<file path="src/rtl/game_fsm_mp_if.sv">
// Player/boss status inputs and game-flow status outputs of the N-player game controller.
// master = player-state/gameplay side, slave = game_fsm_mp.
interface game_fsm_mp_if #(
    parameter int N_PLAYERS = 2,
    parameter int HP_W      = 4,
    parameter int BOSS_HP_W = 7
);
    logic [N_PLAYERS-1:0]      start_req;
    logic                      pause_req;
    logic [N_PLAYERS*HP_W-1:0] player_hp;
    logic [BOSS_HP_W-1:0]      boss_hp;
    logic [2:0]                game_state;
    logic                      game_result;
    logic [3:0]                countdown;
    logic [N_PLAYERS-1:0]      alive_mask;
    logic                      state_entry;

    modport master (
        output start_req, pause_req, player_hp, boss_hp,
        input  game_state, game_result, countdown, alive_mask, state_entry
    );

    modport slave (
        input  start_req, pause_req, player_hp, boss_hp,
        output game_state, game_result, countdown, alive_mask, state_entry
    );
endinterface

</file>
<file path="src/rtl/game_fsm_mp.sv">
// N-player game flow controller: MENU -> COUNTDOWN -> GAME <-> PAUSE -> END_SCREEN.
// All outputs are registered; a condition seen in cycle t is reflected in cycle t+1.
module game_fsm_mp #(
    parameter int          N_PLAYERS       = 2,
    parameter int          HP_W            = 4,
    parameter int          BOSS_HP_W       = 7,
    parameter int unsigned TICKS_PER_SEC   = 65_000_000,
    parameter int unsigned COUNTDOWN_S     = 3,
    parameter int unsigned END_HOLD_CYCLES = 65_000_000
) (
    input  logic           clk,
    input  logic           rst_n,
    game_fsm_mp_if.slave   bus
);

    localparam int unsigned PRESC_W = (TICKS_PER_SEC > 1) ? $clog2(TICKS_PER_SEC) : 1;
    localparam int unsigned HOLD_W  = (END_HOLD_CYCLES > 1) ? $clog2(END_HOLD_CYCLES) : 1;
    localparam logic [PRESC_W-1:0] PRESC_LAST = PRESC_W'(TICKS_PER_SEC - 1);
    localparam logic [HOLD_W-1:0]  HOLD_LAST  = HOLD_W'(END_HOLD_CYCLES - 1);
    localparam logic [3:0]         CD_INIT    = 4'(COUNTDOWN_S);

    if (COUNTDOWN_S < 1 || COUNTDOWN_S > 15) begin : g_bad_countdown
        $error("game_fsm_mp: COUNTDOWN_S must be in 1..15");
    end
    if (N_PLAYERS < 1 || N_PLAYERS > 4) begin : g_bad_players
        $error("game_fsm_mp: N_PLAYERS must be in 1..4");
    end
    if (TICKS_PER_SEC < 1 || END_HOLD_CYCLES < 1) begin : g_bad_counts
        $error("game_fsm_mp: TICKS_PER_SEC and END_HOLD_CYCLES must be >= 1");
    end

    typedef enum logic [2:0] {
        S_MENU      = 3'd0,
        S_COUNTDOWN = 3'd1,
        S_GAME      = 3'd2,
        S_PAUSE     = 3'd3,
        S_END       = 3'd4
    } state_t;

    state_t               state_q, state_d;
    logic                 result_q, result_d;
    logic [3:0]           cd_q, cd_d;
    logic                 entry_q;
    logic [N_PLAYERS-1:0] alive_q, alive_now;
    logic [N_PLAYERS-1:0] start_prev_q;
    logic [PRESC_W-1:0]   presc_q;
    logic [HOLD_W-1:0]    hold_q;

    logic                 state_change;
    logic                 sec_tick;
    logic                 hold_done;
    logic                 all_ready;
    logic                 boss_dead;
    logic                 any_rise;

    always_comb begin
        alive_now = '0;
        for (int unsigned i = 0; i < N_PLAYERS; i++) begin
            alive_now[i] = (bus.player_hp[i*HP_W +: HP_W] != '0);
        end
    end

    assign all_ready    = &bus.start_req;
    assign boss_dead    = (bus.boss_hp == BOSS_HP_W'(0));
    assign any_rise     = |(bus.start_req & ~start_prev_q);
    assign sec_tick     = (state_q == S_COUNTDOWN) && (presc_q == PRESC_LAST);
    assign hold_done    = (hold_q == HOLD_LAST);
    assign state_change = (state_d != state_q);

    always_comb begin
        state_d  = state_q;
        result_d = result_q;
        cd_d     = cd_q;
        unique case (state_q)
            S_MENU: begin
                if (all_ready) begin
                    state_d  = S_COUNTDOWN;
                    cd_d     = CD_INIT;
                    result_d = 1'b0;
                end
            end
            S_COUNTDOWN: begin
                // abort wins over a coincident second tick
                if (!all_ready) begin
                    state_d = S_MENU;
                    cd_d    = '0;
                end else if (sec_tick) begin
                    if (cd_q == 4'd1) begin
                        state_d = S_GAME;
                        cd_d    = '0;
                    end else begin
                        cd_d = cd_q - 4'd1;
                    end
                end
            end
            S_GAME: begin
                if (boss_dead) begin
                    state_d  = S_END;
                    result_d = 1'b1;
                end else if (alive_now == '0) begin
                    state_d  = S_END;
                    result_d = 1'b0;
                end else if (bus.pause_req) begin
                    state_d = S_PAUSE;
                end
            end
            S_PAUSE: begin
                if (bus.pause_req) begin
                    state_d = S_GAME;
                end
            end
            S_END: begin
                if (hold_done && any_rise) begin
                    state_d  = S_COUNTDOWN;
                    cd_d     = CD_INIT;
                    result_d = 1'b0;
                end
            end
            default: begin
                state_d  = S_MENU;
                result_d = 1'b0;
                cd_d     = '0;
            end
        endcase
    end

    always_ff @(posedge clk or negedge rst_n) begin
        if (!rst_n) begin
            state_q      <= S_MENU;
            result_q     <= 1'b0;
            cd_q         <= '0;
            entry_q      <= 1'b0;
            alive_q      <= '0;
            start_prev_q <= '0;
        end else begin
            state_q      <= state_d;
            result_q     <= result_d;
            cd_q         <= cd_d;
            entry_q      <= state_change;
            alive_q      <= alive_now;
            start_prev_q <= bus.start_req;
        end
    end

    // Both counters restart from zero on every state change so each state sees a fresh count.
    always_ff @(posedge clk or negedge rst_n) begin
        if (!rst_n) begin
            presc_q <= '0;
            hold_q  <= '0;
        end else begin
            if (state_change || state_q != S_COUNTDOWN || presc_q == PRESC_LAST) begin
                presc_q <= '0;
            end else begin
                presc_q <= presc_q + PRESC_W'(1);
            end

            if (state_change || state_q != S_END) begin
                hold_q <= '0;
            end else if (!hold_done) begin
                hold_q <= hold_q + HOLD_W'(1);
            end
        end
    end

    assign bus.game_state  = state_q;
    assign bus.game_result = result_q;
    assign bus.countdown   = cd_q;
    assign bus.alive_mask  = alive_q;
    assign bus.state_entry = entry_q;

    a_state_legal: assert property (@(posedge clk) disable iff (!rst_n)
        state_q inside {S_MENU, S_COUNTDOWN, S_GAME, S_PAUSE, S_END});
    a_cd_idle_zero: assert property (@(posedge clk) disable iff (!rst_n)
        (state_q != S_COUNTDOWN) |-> (cd_q == '0));
    a_cd_range: assert property (@(posedge clk) disable iff (!rst_n)
        (state_q == S_COUNTDOWN) |-> (cd_q >= 4'd1 && cd_q <= CD_INIT));

endmodule
</file>
<file path="src/flat_wrapper.sv">
// flat-port wrapper written by rule: the top's interface ports become plain ports
module game_fsm_mp_flat 
#(
    parameter int          N_PLAYERS       = 2,
    parameter int          HP_W            = 4,
    parameter int          BOSS_HP_W       = 7,
    parameter int unsigned TICKS_PER_SEC   = 65_000_000,
    parameter int unsigned COUNTDOWN_S     = 3,
    parameter int unsigned END_HOLD_CYCLES = 65_000_000
)
  (clk, rst_n, bus_start_req, bus_pause_req, bus_player_hp, bus_boss_hp, bus_game_state, bus_game_result, bus_countdown, bus_alive_mask, bus_state_entry);
  game_fsm_mp_if #(.N_PLAYERS(N_PLAYERS), .HP_W(HP_W), .BOSS_HP_W(BOSS_HP_W)) bus_i ();
  input  logic clk;
  input  logic rst_n;
  input wire logic [$bits(bus_i.start_req)-1:0] bus_start_req;
  input wire logic [$bits(bus_i.pause_req)-1:0] bus_pause_req;
  input wire logic [$bits(bus_i.player_hp)-1:0] bus_player_hp;
  input wire logic [$bits(bus_i.boss_hp)-1:0] bus_boss_hp;
  output wire logic [$bits(bus_i.game_state)-1:0] bus_game_state;
  output wire logic [$bits(bus_i.game_result)-1:0] bus_game_result;
  output wire logic [$bits(bus_i.countdown)-1:0] bus_countdown;
  output wire logic [$bits(bus_i.alive_mask)-1:0] bus_alive_mask;
  output wire logic [$bits(bus_i.state_entry)-1:0] bus_state_entry;
  assign bus_i.start_req = bus_start_req;
  assign bus_i.pause_req = bus_pause_req;
  assign bus_i.player_hp = bus_player_hp;
  assign bus_i.boss_hp = bus_boss_hp;
  assign bus_game_state = bus_i.game_state;
  assign bus_game_result = bus_i.game_result;
  assign bus_countdown = bus_i.countdown;
  assign bus_alive_mask = bus_i.alive_mask;
  assign bus_state_entry = bus_i.state_entry;
  game_fsm_mp #(.N_PLAYERS(N_PLAYERS), .HP_W(HP_W), .BOSS_HP_W(BOSS_HP_W), .TICKS_PER_SEC(TICKS_PER_SEC), .COUNTDOWN_S(COUNTDOWN_S), .END_HOLD_CYCLES(END_HOLD_CYCLES)) u_core (.clk(clk), .rst_n(rst_n), .bus(bus_i));
endmodule
</file>
<file path="config.mk">
export PLATFORM = sky130hd
export DESIGN_NAME = game_fsm_mp_flat
export DESIGN_NICKNAME = d
export VERILOG_FILES = /design/src/rtl/game_fsm_mp_if.sv /design/src/rtl/game_fsm_mp.sv /design/src/flat_wrapper.sv
export SDC_FILE = /design/constraint.sdc
export NUM_CORES = 1
export LEC_CHECK = 0
export ABC_AREA = 1
export BUFFER_PORTS_ARGS = -buffer_cell sky130_fd_sc_hd__buf_2
export CAP_MARGIN = 20
export CORE_ASPECT_RATIO = 1.5
export CORE_MARGIN = 1
export CORE_UTILIZATION = 65
export DETAILED_ROUTE_END_ITERATION = 6
export PLACE_DENSITY = 0.9
export SLEW_MARGIN = 25
export SYNTH_ARGS = -nofsm -noshare
export SYNTH_HDL_FRONTEND = slang
export SYNTH_SLANG_ARGS = --single-unit
export TNS_END_PERCENT = 20
</file>
<file path="constraint.sdc">
create_clock -name clk -period 4.4 [get_ports clk]
set_clock_uncertainty 0.1 [all_clocks]
set_input_delay 0.22 -clock clk [delete_from_list [all_inputs] [get_ports clk]]
set_output_delay 0.22 -clock clk [all_outputs]
set_load 0.03 [all_outputs]
</file>
== After elaboration in Yosys (flattened, before gate mapping) ==
Cells that the tools add are included.
W data, S select, Z words.

* Output and inout bits: 11
* Register bits after elaboration: 65
* Logic and storage cells: 70

* Add/sub/neg operators: 3
* Reduce and logical (&&, ||, !) cells: 16
* Eq/ne operators: 15
* Muxes and demuxes: 24
* Bitwise logic cells: 4

{| class="wikitable"
|+ Operators by type and width
! cell !! count
|-
| $mux W26 || 3
|-
| $add A26 B1 Y26 const B || 2
|-
| $eq A26 B26 Y1 const B || 2
|-
| $mux W3 || 9
|-
| $mux W4 || 5
|-
| $pmux W4 S4 || 1
|-
| $pmux W3 S5 || 1
|-
| $reduce_and A4 Y1 || 2
|-
| $reduce_bool A4 Y1 || 2
|-
| $logic_not A7 Y1 || 1
|-
| $eq A3 B2 Y1 const B || 2
|-
| $ne A3 B1 Y1 const B || 2
|-
| $reduce_or A2 Y1 || 3
|-
| $eq A4 B1 Y1 const B || 1
|-
| $mux W1 || 4
|-
| $ne A2 B1 Y1 const B || 2
|-
| $pmux W1 S4 || 1
|-
| $sub A4 B1 Y4 const B || 1
|-
| $eq A3 B1 Y1 const B || 1
|-
| $eq A3 B3 Y1 const B || 1
|-
| $logic_not A3 Y1 || 1
|-
| $logic_or A1 B1 Y1 || 3
|-
| $ne A3 B2 Y1 const B || 1
|-
| $ne A3 B3 Y1 || 1
|-
| 8 further kinds || 10
|}

== Longest topological paths before layout ==
Gate-level depths: netlist (run 1).

* Depth after elaboration: 10
* Depth in mapped cells: 13
* Depth with buffers taken out: 13

== Worst setup path before layout (run 1) ==
OpenSTA, ideal clock, no wires.

* Path type: reg2reg
* From: register u_core.hold_q[0]
* To: register u_core.state_q[2] (netlist: u_core.bus.game_state[2])
* Library setup time: 0.131 ns
* Data arrival time: 1.550 ns
* Clock period less this slack: 1.781 ns
* Setup slack: 2.619 ns
* Stages on the path, launching flop included: 10
* Cell sequence: dfrtp_1 > ha_1 > nand2_2 > nor2_4 > nand2_4 > nor2_4 > nand2_2 > o21ai_4 > buf_4 > o211ai_1

* Word-level cells in the longest chain between the ends: 4

{| class="wikitable"
|+ Ends and longest elaborated chain
! what !! line !! text
|-
| start, declared || game_fsm_mp.sv:47 || <nowiki>logic [HOLD_W-1:0] hold_q;</nowiki>
|-
| start signal, assigned || game_fsm_mp.sv:160 || <nowiki>hold_q <= hold_q + HOLD_W'(1);</nowiki>
|-
| $eq A26 B26 Y1 || game_fsm_mp.sv:67 || <nowiki>assign hold_done = (hold_q == HOLD_LAST);</nowiki>
|-
| $logic_and A1 B1 Y1 || game_fsm_mp.sv:113 || <nowiki>if (hold_done && any_rise) begin</nowiki>
|-
| $mux W3 || game_fsm_mp.sv:113 ||
|-
| $pmux W3 S5 || game_fsm_mp.sv:74 || <nowiki>unique case (state_q)</nowiki>
|-
| via u_core.state_d[2] || game_fsm_mp.sv:40 || <nowiki>state_t state_q, state_d;</nowiki>
|-
| end signal, assigned || game_fsm_mp.sv:136 || <nowiki>state_q <= state_d;</nowiki>
|-
| end, declared || game_fsm_mp.sv:40 ||
|}

The timed path passes the listed nets, and every way through them passes these cells.
A chain may end at the register's enable or synchronous reset.

== Worst setup path in the final report (run 1) ==
* From: register u_core.hold_q[0]
* To: register u_core.cd_q[1] (netlist: u_core.bus.countdown[1])

* Word-level cells in the longest chain between the ends: 4

{| class="wikitable"
|+ Ends and longest elaborated chain
! what !! line !! text
|-
| $eq A26 B26 Y1 || game_fsm_mp.sv:67 ||
|-
| $logic_and A1 B1 Y1 || game_fsm_mp.sv:113 ||
|-
| $ne A2 B1 Y1 (no source line) || n/a ||
|-
| $reduce_and A4 Y1 (no source line) || n/a ||
|-
| end signal, assigned || game_fsm_mp.sv:131 || <nowiki>cd_q <= '0;</nowiki>
|-
| end signal, assigned || game_fsm_mp.sv:138 || <nowiki>cd_q <= cd_d;</nowiki>
|-
| end, declared || game_fsm_mp.sv:42 || <nowiki>logic [3:0] cd_q, cd_d;</nowiki>
|}

No other way between the ends.

==> results.txt, run 1 <==
Hold WC Path Type -> primary input to register
final worst slack -> 1.678 ns
CTS tree -> yes
syn_nets -> 547
Setup Slack @ Placement -> 1.774 ns
master of the slowest instance on the critical path -> o21ai_4
first-pass GRT wire length -> 15.45 mm
#FFs+latches synth -> 65
core area -> 5786 µm²
Final ANT Viol Nets -> 0
Hold Crit Depth -> 3
hold wc startpoint -> bus_pause_req
vias -> 3554
critical path endpoint category -> register
crit path max fanout -> 34
MaxCap Viol Count -> 0
Yosys top cell by area -> dfrtp_1
post-synthesis xor/xnor area fraction -> 7.454%
Max clock buf depth -> 2
Critical Path AT -> 2.85 ns
Final Hold Viols -> 0
adder-cell share of the synthesized area -> 1.291%
clk root buf -> clkbuf_8
die height -> 96.60 µm
Layout Nets -> 592
FF-to-FF Start -> u_core.hold_q[0]$_DFFE_PN0P_
setup TNS -> 0 ns
Synth Area per Inst -> 7.414 µm²
chip width -> 65.06 µm
Synth warnings -> 0
Relative slew margins -> 42.20%
1st-iter DRT viols -> 185
CP cell instances -> ha_1 > nand2_2 > nor2_4 > nand2_4 > nor2_4 > nand2_2 > o21ai_4 > nand3_1 > nand2_1 > nand2_1
status -> complete, no violations
vias per cell -> 5.519
Cells after DPL -> 620
Initial Util -> 67.02%
vias in the first global route -> 3570
Final HPWL DP -> 7.290 mm
ant diodes -> 0
post_cts resized -> 0
buffers plus inverters on the worst setup path -> 0
hold endpoint -> u_core.bus.game_state[0]$_DFF_PN0_
drt drc -> 0
fmax -> 367.4 MHz
Die ar. -> 6284 µm²
complex-gate fraction of the synthesized area -> 4.195%
layout cells sized above 1 -> 12.06%
Routed WL -> 9.569 mm
Finished Core Util -> 75.32%
r2r endpoint -> u_core.bus.countdown[1]$_DFFE_PN0P_
TritonCTS Sinks -> 65
largest family of logic cells by synthesized area -> simple AND/OR/NAND/NOR gates
largest net degree at the start of global routing -> 48
Top Ports -> 31
routed len/inst -> 14.86 µm
post-synthesis mux area share -> 0%
Max Slew Vio Count -> 0
Max IR drop VDD -> 0.2965 mV
DR pass1 iterations -> 4
routability cong. -> 0.9486
post-synthesis cell area -> 3877 µm²
Critical Path RT -> 4.53 ns
fin crit period -> 2.722 ns
power per cell area -> 323.0 nW/µm²
synthesis-to-layout area growth -> 12.39%
H-tree lvl count -> 3
CTS clk-pin slew, worst paths -> 0.07 ns
worst reg-to-reg path cell count -> 10
FFs w/ async S/R, synth -> 100.0%
Post-synth EDFFs -> 0
Tcrit/Tclk final -> 61.85%
Synth cell types -> 35
Clk Latency, worst-skew pair -> 0.34 ns
WS Path Type -> register to register
fin cells -> 644
IO Port Bufs -> 30
CP Launch Type -> register
row cnt -> 34
actual slew at the worst max-slew pin -> 0.8637 ns
top_reg_cell synth -> dfrtp_1
delay-heaviest family, CP -> simple AND/OR/NAND/NOR gates
Crit path largest cell delay -> 0.70 ns
total CTS buffers -> 9
RSZ-0062 raised after global routing -> no
Seq/Total Area, Yosys -> 41.95%
Pleak -> 1.935 nW
R2R Setup Slk -> 1.68 ns
Final setup viols -> 0
Post-Syn Instances -> 523
Synth Area in Simple Gates -> 37.95%
initial antenna violation count -> 0
Synth area leaders -> dfrtp_1 (42%), nand2_1 (11%), nor2_1 (10%), inv_1 (5.7%), xor2_1 (5.6%)
share of the synthesized area in the top cell type -> 41.95%
Overflow after GRT -> 0
GRT Resource Usage Total -> 33.22%
==> synthesized netlist by cell type (2+ instances only) <==
| library cell | count |
|---|---|
| o211ai_1 | 3 |
| nand3_1 | 31 |
| nor2_2 | 4 |
| or2_2 | 3 |
| nor2_4 | 3 |
| nor3_4 | 2 |
| nor2_1 | 108 |
| a21oi_1 | 9 |
| dfrtp_1 | 65 |
| ha_1 | 4 |
| inv_1 | 59 |
| nand4_1 | 22 |
| nand3b_1 | 2 |
| buf_2 | 3 |
| xnor2_1 | 8 |
| and3_1 | 2 |
| o21ai_0 | 7 |
| nor3_1 | 26 |
| nand2_1 | 111 |
| xor2_1 | 25 |
| inv_2 | 4 |
| buf_4 | 2 |
| nor3b_1 | 2 |
| nor4_1 | 4 |
| nand2_2 | 4 |
==> worst register-to-register path: cells and delay by family, from the launching register on <==
| kind | cells | cell delay (ns) |
|---|---|---|
| AND/OR/NAND/NOR | 8 | 1.15 |
| AO/OA/AOI/OAI | 1 | 0.70 |
| flip-flops | 1 | 0.41 |
| adder cells (fa/ha/maj) | 1 | 0.25 |
==> metal layers <==
| layer | track usage [%] | routed length, µm | up-vias |
|---|---|---|---|
| met1 | 32.70 | 3555 | 1633 |
| li1 | - | - | 1769 |
| met5 | 0 | 0 | - |
| met2 | 62.50 | 5111 | 106 |
| met3 | 6.690 | 393 | 46 |
| met4 | 21.01 | 510 | 0 |
==> cell families (layout without fill, tap and decap cells) <==
| logic type | Yosys count | after routing |
|---|---|---|
| AND/OR/NAND/NOR | 327 | 327 |
| flip-flops | 65 | 65 |
| AO/OA/AOI/OAI | 25 | 25 |
| adder cells (fa/ha/maj) | 4 | 4 |
| XOR/XNOR | 33 | 33 |
| buffers and inverters | 69 | 118 |
==> repair_timing <==
action / in CTS / in global routing
endpoints found under the hold margin: 22 / 0
hold buffers: 9 / 0
setup buffers: 0 / 0
==> power breakdown <==
part           internal (mW)  leakage (nW)  switching (mW)
clock                  0.255        0.0909           0.233
sequential             0.623         0.886          0.0262
combinational         0.0854         0.957           0.185
==> state kept, by name, indices dropped and copies added (netlist names) <==
register and cells:
u_core.bus.game_state 3, u_core.bus.countdown 4, u_core.start_prev_q 2, u_core.hold_q 26, u_core.bus.state_entry 1, u_core.bus.game_result 1, u_core.presc_q 26, u_core.bus.alive_mask 2
==> cells in the final DEF (no fill, tap or decap), types with 2 or more instances in the layout <==
cell | netlist | layout
inv_1 | 59 | 59
nor2_4 | 3 | 3
o211ai_1 | 3 | 3
nand4_1 | 22 | 22
inv_2 | 4 | 4
nand3b_1 | 2 | 2
clkinvlp_4 | 0 | 2
nor2_1 | 108 | 108
clkbuf_8 | 0 | 9
xor2_1 | 25 | 25
nor3_4 | 2 | 2
nor4_1 | 4 | 4
nand2_2 | 4 | 4
nand3_1 | 31 | 31
o21ai_0 | 7 | 7
nor3_1 | 26 | 26
dlygate4sd3_1 | 0 | 9
a21oi_1 | 9 | 9
xnor2_1 | 8 | 8
and3_1 | 2 | 2
nor2_2 | 4 | 4
dfrtp_1 | 65 | 65
or2_2 | 3 | 3
clkinv_2 | 0 | 3
ha_1 | 4 | 4
nor3b_1 | 2 | 2
nand2_1 | 111 | 111
buf_2 | 3 | 30
==> stage by stage <==
| step | total power [mW] | area (µm²) | hold WS, ns |
|---|---|---|---|
| floorplan | 0.8377 | 3877 | -0.1756 |
| global placement | 0.9104 | 4084 | 0.06282 |
| detailed placement | 0.9227 | 4084 | 0.07719 |
| CTS | 1.414 | 4358 | 0.1518 |
| global route | 1.471 | 4358 | 0.1577 |
| finish | 1.407 | 4358 | 0.1660 |
==> how the worst max path moves through the flow <==
| stage | from | endpoint | slack [ns] | cells past startpoint |
|---|---|---|---|---|
| CTS | u_core.hold_q[0]$_DFFE_PN0P_ | u_core.bus.countdown[1]$_DFFE_PN0P_ | 1.71 | 10 |
| finish | u_core.hold_q[0]$_DFFE_PN0P_ | u_core.bus.countdown[1]$_DFFE_PN0P_ | 1.68 | 10 |
| global placement | u_core.hold_q[0]$_DFFE_PN0P_ | u_core.bus.countdown[1]$_DFFE_PN0P_ | 1.94 | 10 |
| detailed placement | u_core.hold_q[0]$_DFFE_PN0P_ | u_core.bus.countdown[1]$_DFFE_PN0P_ | 1.77 | 10 |
| floorplan | u_core.hold_q[0]$_DFFE_PN0P_ | u_core.bus.game_state[2]$_DFF_PN0_ | 2.62 | 9 |
| global route | u_core.hold_q[0]$_DFFE_PN0P_ | u_core.bus.countdown[1]$_DFFE_PN0P_ | 1.49 | 10 |
==> layout make-up <==
class	instances	area [µm²]
fill	453	1428
inverter	63	236.5
sequential	65	1627
timing repair buffer	40	247.7
tap	72	90.09
multi-input combinational	389	1973
clock buffer	9	123.9
clock inverter	6	60.06
(Power assumes the default switching activity.)
==> run 2: changes to the inputs <==
CORE_UTILIZATION = 60   (was 65)
PLACE_DENSITY = 0.85   (was 0.9)
clock period = 2.76 ns   (was 4.4 ns; I/O delays follow)
==> run 2 against run 1 <==
Net effect:
- non-clock buffer count is 4 higher
- register-to-register slack got worse by 1.2 ns
- largest cell class unchanged
- count of clock-buffer cells in the layout unchanged
- critical endpoint is now u_core.bus.countdown[0]$_DFFE_PN0P_
- final area rose by 0.57%
- clock power is 49% higher
- die area up 8.1%
- global-route usage decreased by 1.3 points
==> results.txt, run 2 (same netlist as run 1, synthesis figures left out) <==
status -> complete, no violations
Routed WL -> 9.549 mm
Final setup viols -> 0
chip width -> 67.64 µm
Tcrit/Tclk final -> 83.70%
hold endpoint -> u_core.bus.game_state[0]$_DFF_PN0_
RSZ-0062 raised after global routing -> no
commonest cells after routing, fill and taps aside -> nand2_1 (111), nor2_1 (108), dfrtp_1 (65), inv_1 (59), nand3_1 (31)
synthesis-to-layout area growth -> 13.04%
Clk Latency, worst-skew pair -> 0.34 ns
Final HPWL DP -> 7.313 mm
r2r endpoint -> u_core.bus.countdown[0]$_DFFE_PN0P_
Final ANT Viol Nets -> 0
Final Hold Viols -> 0
Relative slew margins -> 54.63%
total CTS buffers -> 9
Overflow after GRT -> 0
post-CTS setup buffers -> 0
Pleak -> 1.951 nW
final hold slack -> 0.09098 ns
Cells after DPL -> 626
H-tree lvl count -> 3
vias in the first global route -> 3695
critical path endpoint category -> register
Die ar. -> 6794 µm²
Max clock buf depth -> 2
FF-to-FF Start -> u_core.hold_q[1]$_DFFE_PN0P_
Critical Path RT -> 2.89 ns
core area -> 6175 µm²
layout cells sized above 1 -> 12.82%
Critical Path AT -> 2.44 ns
WS Path Type -> register to register
actual slew at the worst max-slew pin -> 0.6806 ns
ant diodes -> 0
Max IR drop VDD -> 0.3873 mV
routability cong. -> 0.9581
fin cells -> 651
hold wc startpoint -> bus_pause_req
fmax -> 432.9 MHz
total of fill cells in the finished design -> 492
power per cell area -> 502.1 nW/µm²
IO Port Bufs -> 30
fin crit period -> 2.310 ns
Finished Cell Area -> 4383 µm²
1st-iter DRT viols -> 294
Initial Util -> 62.80%
die height -> 100.5 µm
Top Ports -> 31
Finished Core Util -> 70.98%
Hold Crit Depth -> 3
MaxCap Viol Count -> 0
row cnt -> 35
routed len/inst -> 14.67 µm
drt drc -> 0
Hold WC Path Type -> primary input to register
vias -> 3630
CTS clk-pin slew, worst paths -> 0.08 ns
CP Launch Type -> register
most common cell after layout, fill and taps aside -> nand2_1
setup TNS -> 0 ns
R2R Setup Slk -> 0.45 ns
first-pass GRT wire length -> 16.15 mm
crit path max fanout -> 19
TritonCTS Sinks -> 65
DR pass1 iterations -> 5
area post-placement -> 4116 µm²
GRT Resource Usage Total -> 31.87%
Layout Nets -> 596
Max Slew Vio Count -> 0
initial antenna violation count -> 0
vias per cell -> 5.576
CTS tree -> yes
worst reg-to-reg path cell count -> 10
clk root buf -> clkbuf_8
largest net degree at the start of global routing -> 32
run 2: cell types whose count changed in the layout (fill, tap and decap cells not counted):
cell / delta
clkinvlp_4: -1
clkinv_4: +2
buf_4: +4
bufinv_16: -1
clkinv_2: -1
inv_6: +2
run 2: worst max path at each step:
stage	startpoint	to	slack [ns]	cells past startpoint
final	u_core.hold_q[1]$_DFFE_PN0P_	u_core.bus.countdown[0]$_DFFE_PN0P_	0.45	10
after global routing	u_core.hold_q[1]$_DFFE_PN0P_	u_core.bus.countdown[1]$_DFFE_PN0P_	0.27	10
after CTS	u_core.hold_q[1]$_DFFE_PN0P_	u_core.bus.countdown[0]$_DFFE_PN0P_	0.50	10
after detailed placement	u_core.hold_q[1]$_DFFE_PN0P_	u_core.bus.countdown[0]$_DFFE_PN0P_	0.53	10
after global placement	u_core.hold_q[0]$_DFFE_PN0P_	u_core.bus.countdown[0]$_DFFE_PN0P_	0.61	10
after floorplan	u_core.hold_q[0]$_DFFE_PN0P_	u_core.bus.game_state[2]$_DFF_PN0_	0.98	9
run 2: where the power goes:
group	internal, mW	switching, mW	leakage, nW	total (mW)
Clock	0.331	0.395	0.0900	0.727
Sequential	0.992	0.0431	0.886	1.04
Combinational	0.141	0.298	0.975	0.439
run 2: layout make-up:
class / instances / area, µm² / share of cell area [%]
Timing Repair Buffer: 44 / 277.8 / 6.337
Tap cell: 74 / 92.59 / 2.112
Sequential cell: 65 / 1627 / 37.11
Multi-Input combinational cell: 389 / 1973 / 45.02
Inverter: 63 / 236.5 / 5.395
Clock buffer: 9 / 123.9 / 2.826
Clock inverter: 7 / 52.55 / 1.199
run 2: stage by stage:
stage	worst slack (ns)	power (mW)
6_report	0.4499	2.201
5_1_grt	0.2718	2.300
4_1_cts	0.4981	2.206
3_5_place_dp	0.5290	1.480
3_3_place_gp	0.6145	1.462
2_1_floorplan	0.9788	1.335
run 2: repair_timing:
| item | 4_1_cts | 5_1_grt |
|---|---|---|
| hold endpoints to repair | 33 | 0 |
| hold buffers | 9 | 0 |
| gates resized for setup | 0 | 0 |
run 2: critical path: stages (launching register included):
cell and delay (ns):
dfrtp_1 0.40, ha_1 0.23, nand2_2 0.09, nor2_4 0.17, nand2_4 0.10, nor2_4 0.14
nand2_2 0.12, o21ai_4 0.43, nand3_1 0.25, nand2_1 0.12, nand2_1 0.05
run 2: layer usage:
layer	share of wire, %	track usage [%]
met5	0	0
met4	4.4	19.48
met3	3.3	7.014
met2	55	56.28
met1	37	32.86
==> run 3: changes to the inputs <==
ABC_AREA = 0   (was 1)
CORE_UTILIZATION = 59   (was 60)
PLACE_DENSITY = 0.84   (was 0.85)
clock period = 2.25 ns   (was 2.76 ns; I/O delays follow)
==> run 3 against run 2 <==
Net effect:
- count of clock-buffer cells in the layout grew 2
- power increased by 29%
- non-clock buffer count grew 18
- die area down 9.7%
- sequential share of layout area up 2.8 points
- combinational power rose by 38%
- critical path type unchanged
- largest power group unchanged
- highest routed layer unchanged
==> results.txt, run 3 <==
Final HPWL DP -> 5.490 mm
Hold WC Path Type -> primary input to register
power per cell area -> 697.0 nW/µm²
Final ANT Viol Nets -> 0
worst reg-to-reg path cell count -> 8
core area -> 5533 µm²
#FFs+latches synth -> 65
Hold Crit Depth -> 3
Seq/Total Area, Yosys -> 47.34%
Synth warnings -> 0
commonest cells after routing, fill and taps aside -> dfrtp_1 (65), nor2_1 (52), buf_2 (30), xnor2_1 (26), buf_4 (23)
Routed WL -> 7.908 mm
Max clock buf depth -> 2
Max Slew Vio Count -> 0
Pleak -> 1.647 nW
Overflow after GRT -> 0
die height -> 95.46 µm
Finished Core Util -> 73.74%
fmax -> 461.4 MHz
CP cell instances -> ha_1 > nand2_1 > or4_4 > buf_6 > nor3_2 > buf_4 > a311oi_1 > mux2i_1
Reg power frac -> 46.2%
met2 wire len -> 4.320 mm
most common cell after layout, fill and taps aside -> dfrtp_1
crit path max fanout -> 9
synthesis-to-layout area growth -> 18.75%
total of fill cells in the finished design -> 375
Post-synth top cells -> dfrtp_1 (65), nor2_1 (52), xnor2_1 (26), nand3_1 (19), nand2_1 (18)
CP Launch Type -> register
WL met1 -> 3.128 mm
ant diodes -> 0
Post-Syn Instances -> 358
Post-synth EDFFs -> 0
Layout Nets -> 442
Clk Latency, worst-skew pair -> 0.35 ns
Int Power -> 1.952 mW
area taken by multi-input logic gates -> 1702 µm²
Critical Path AT -> 2.33 ns
count leader, synth -> dfrtp_1
Crit path largest cell delay -> 0.54 ns
post-CTS setup buffers -> 0
Power Total -> 2.844 mW
Yosys top cell by area -> dfrtp_1
vias -> 2900
critical path endpoint category -> register
total CTS buffers -> 9
Psw -> 0.8913 mW
GRT Resource Usage Total -> 26.89%
logic gate share of total power -> 21.3%
Sw Ratio -> 31.34%
Initial Util -> 62.10%
layout cells sized above 1 -> 18.01%
vias in the first global route -> 2912
Tcrit/Tclk final -> 96.33%
met3 routed WL -> 289 µm
Relative slew margins -> 70.01%
status -> complete, no violations
chip width -> 64.31 µm
clk root buf -> clkbuf_8
FFs w/ async S/R, synth -> 100.0%
CTS tree -> yes
Die ar. -> 6139 µm²
Synth Area per Inst -> 9.597 µm²
share of the synthesized area in the top cell type -> 47.34%
initial antenna violation count -> 0
MaxCap Viol Count -> 0
vias per cell -> 5.894
Final Hold Viols -> 0
routability cong. -> 0.8569
syn_nets -> 382
drt drc -> 0
top_reg_cell synth -> dfrtp_1
Max IR drop VDD -> 0.5394 mV
first-pass GRT wire length -> 12.46 mm
DR pass1 iterations -> 4
TritonCTS Sinks -> 65
Final setup viols -> 0
Clock power frac -> 32.6%
fin crit period -> 2.167 ns
CTS clk-pin slew, worst paths -> 0.07 ns
Top Ports -> 31
FF+latch area -> 1627 µm²
routed len/inst -> 16.07 µm
IO Port Bufs -> 30
Critical Path RT -> 2.41 ns
row cnt -> 33
WS Path Type -> register to register
final worst slack -> 0.08263 ns
actual slew at the worst max-slew pin -> 0.4485 ns
largest net degree at the start of global routing -> 66
Synth area leaders -> dfrtp_1 (47%), xnor2_1 (6.6%), nor2_1 (5.7%), xor2_1 (4.3%), nand3_1 (2.8%)
Synth cell types -> 49
highest routed layer -> met4
post-synthesis cell area -> 3436 µm²
Setup Slack @ Placement -> 0.02472 ns
1st-iter DRT viols -> 234
master of the slowest instance on the critical path -> or4_4
H-tree lvl count -> 3
[run 3: kinds of logic (layout without fill, tap and decap cells)]
logic type                 after synthesis  after routing  share of synthesized area [%]
and+or+nand+nor                        168            168                          26.18
adders and majority gates                4              4                          1.457
muxes                                    3              3                         0.9468
DFF                                     65             65                          47.34
AOI/OAI and AO/OA                       45             45                          9.542
buffers and inverters                   30             94                          3.569
xor gates and xnor gates                43             43                          10.96
[run 3: metrics by stage]
stage / instance area [µm²] / std cells / TNS, ns / hold slack [ns]
after global routing: 4080 / 492 / -0.007424 / 0.04193
after CTS: 4065 / 492 / 0 / 0.005986
after floorplan: 3436 / 358 / -0.2107 / -0.2831
after detailed placement: 3815 / 470 / 0 / 0.05932
final: 4080 / 492 / 0 / 0.01795
after global placement: 3815 / 470 / 0 / 0.05093
[run 3: area by class of cell]
type                    instances  area share (%)
multi-input cells             263           41.70
inverters                      17           1.564
clock buffers                  11           3.220
well taps                      70           2.147
flip-flops and latches         65           39.87
clock inverters                 4           1.104
repair buffers                 62           10.40
[run 3: what timing repair did]
action,in CTS,in global routing
pin swaps,0,1
gates cloned,0,0
endpoints found under the setup margin,2,6
hold buffers,7,0
gates resized for setup,1,3
endpoints found under the hold margin,69,0
[run 3: power groups by stage]
stage	registers, mW	clock network (mW)	logic [mW]
2_1_floorplan	1.42	0	0.316
3_5_place_dp	1.33	0	0.594
5_1_grt	1.32	0.990	0.662
3_3_place_gp	1.33	0	0.575
6_report	1.31	0.926	0.604
4_1_cts	1.31	0.938	0.601
[run 3: per-layer routing]
metal,up-vias,GRT usage [%]
met4,0,14.63
li1,1393,-
met3,18,5.981
met2,81,48.51
met1,1408,28.83
met5,-,0
[run 3: critical path: cells and delay by family, from the launching register on]
kind,cells,cell delay (ns)
adder cells (fa/ha/maj),1,0.18
AO/OA/AOI/OAI,1,0.11
AND/OR/NAND/NOR,3,0.82
buffers and inverters,2,0.33
flip-flops,1,0.35
multiplexers,1,0.19
[run 3: path summary, 6_finish.rpt]
path                                               from                                 end  slack (ns)
max                        u_core.hold_q[0]$_DFFE_PN0P_    u_core.bus.state_entry$_DFF_PN0_        0.08
min                                       bus_pause_req  u_core.bus.game_state[0]$_DFF_PN0_        0.02
max reg2reg                u_core.hold_q[0]$_DFFE_PN0P_    u_core.bus.state_entry$_DFF_PN0_        0.08
min reg2reg                 u_core.presc_q[0]$_DFF_PN0_         u_core.presc_q[0]$_DFF_PN0_        0.38
max in group asynchronous                         rst_n        u_core.presc_q[18]$_DFF_PN0_        1.56
min in group asynchronous                         rst_n       u_core.hold_q[16]$_DFFE_PN0P_        0.21
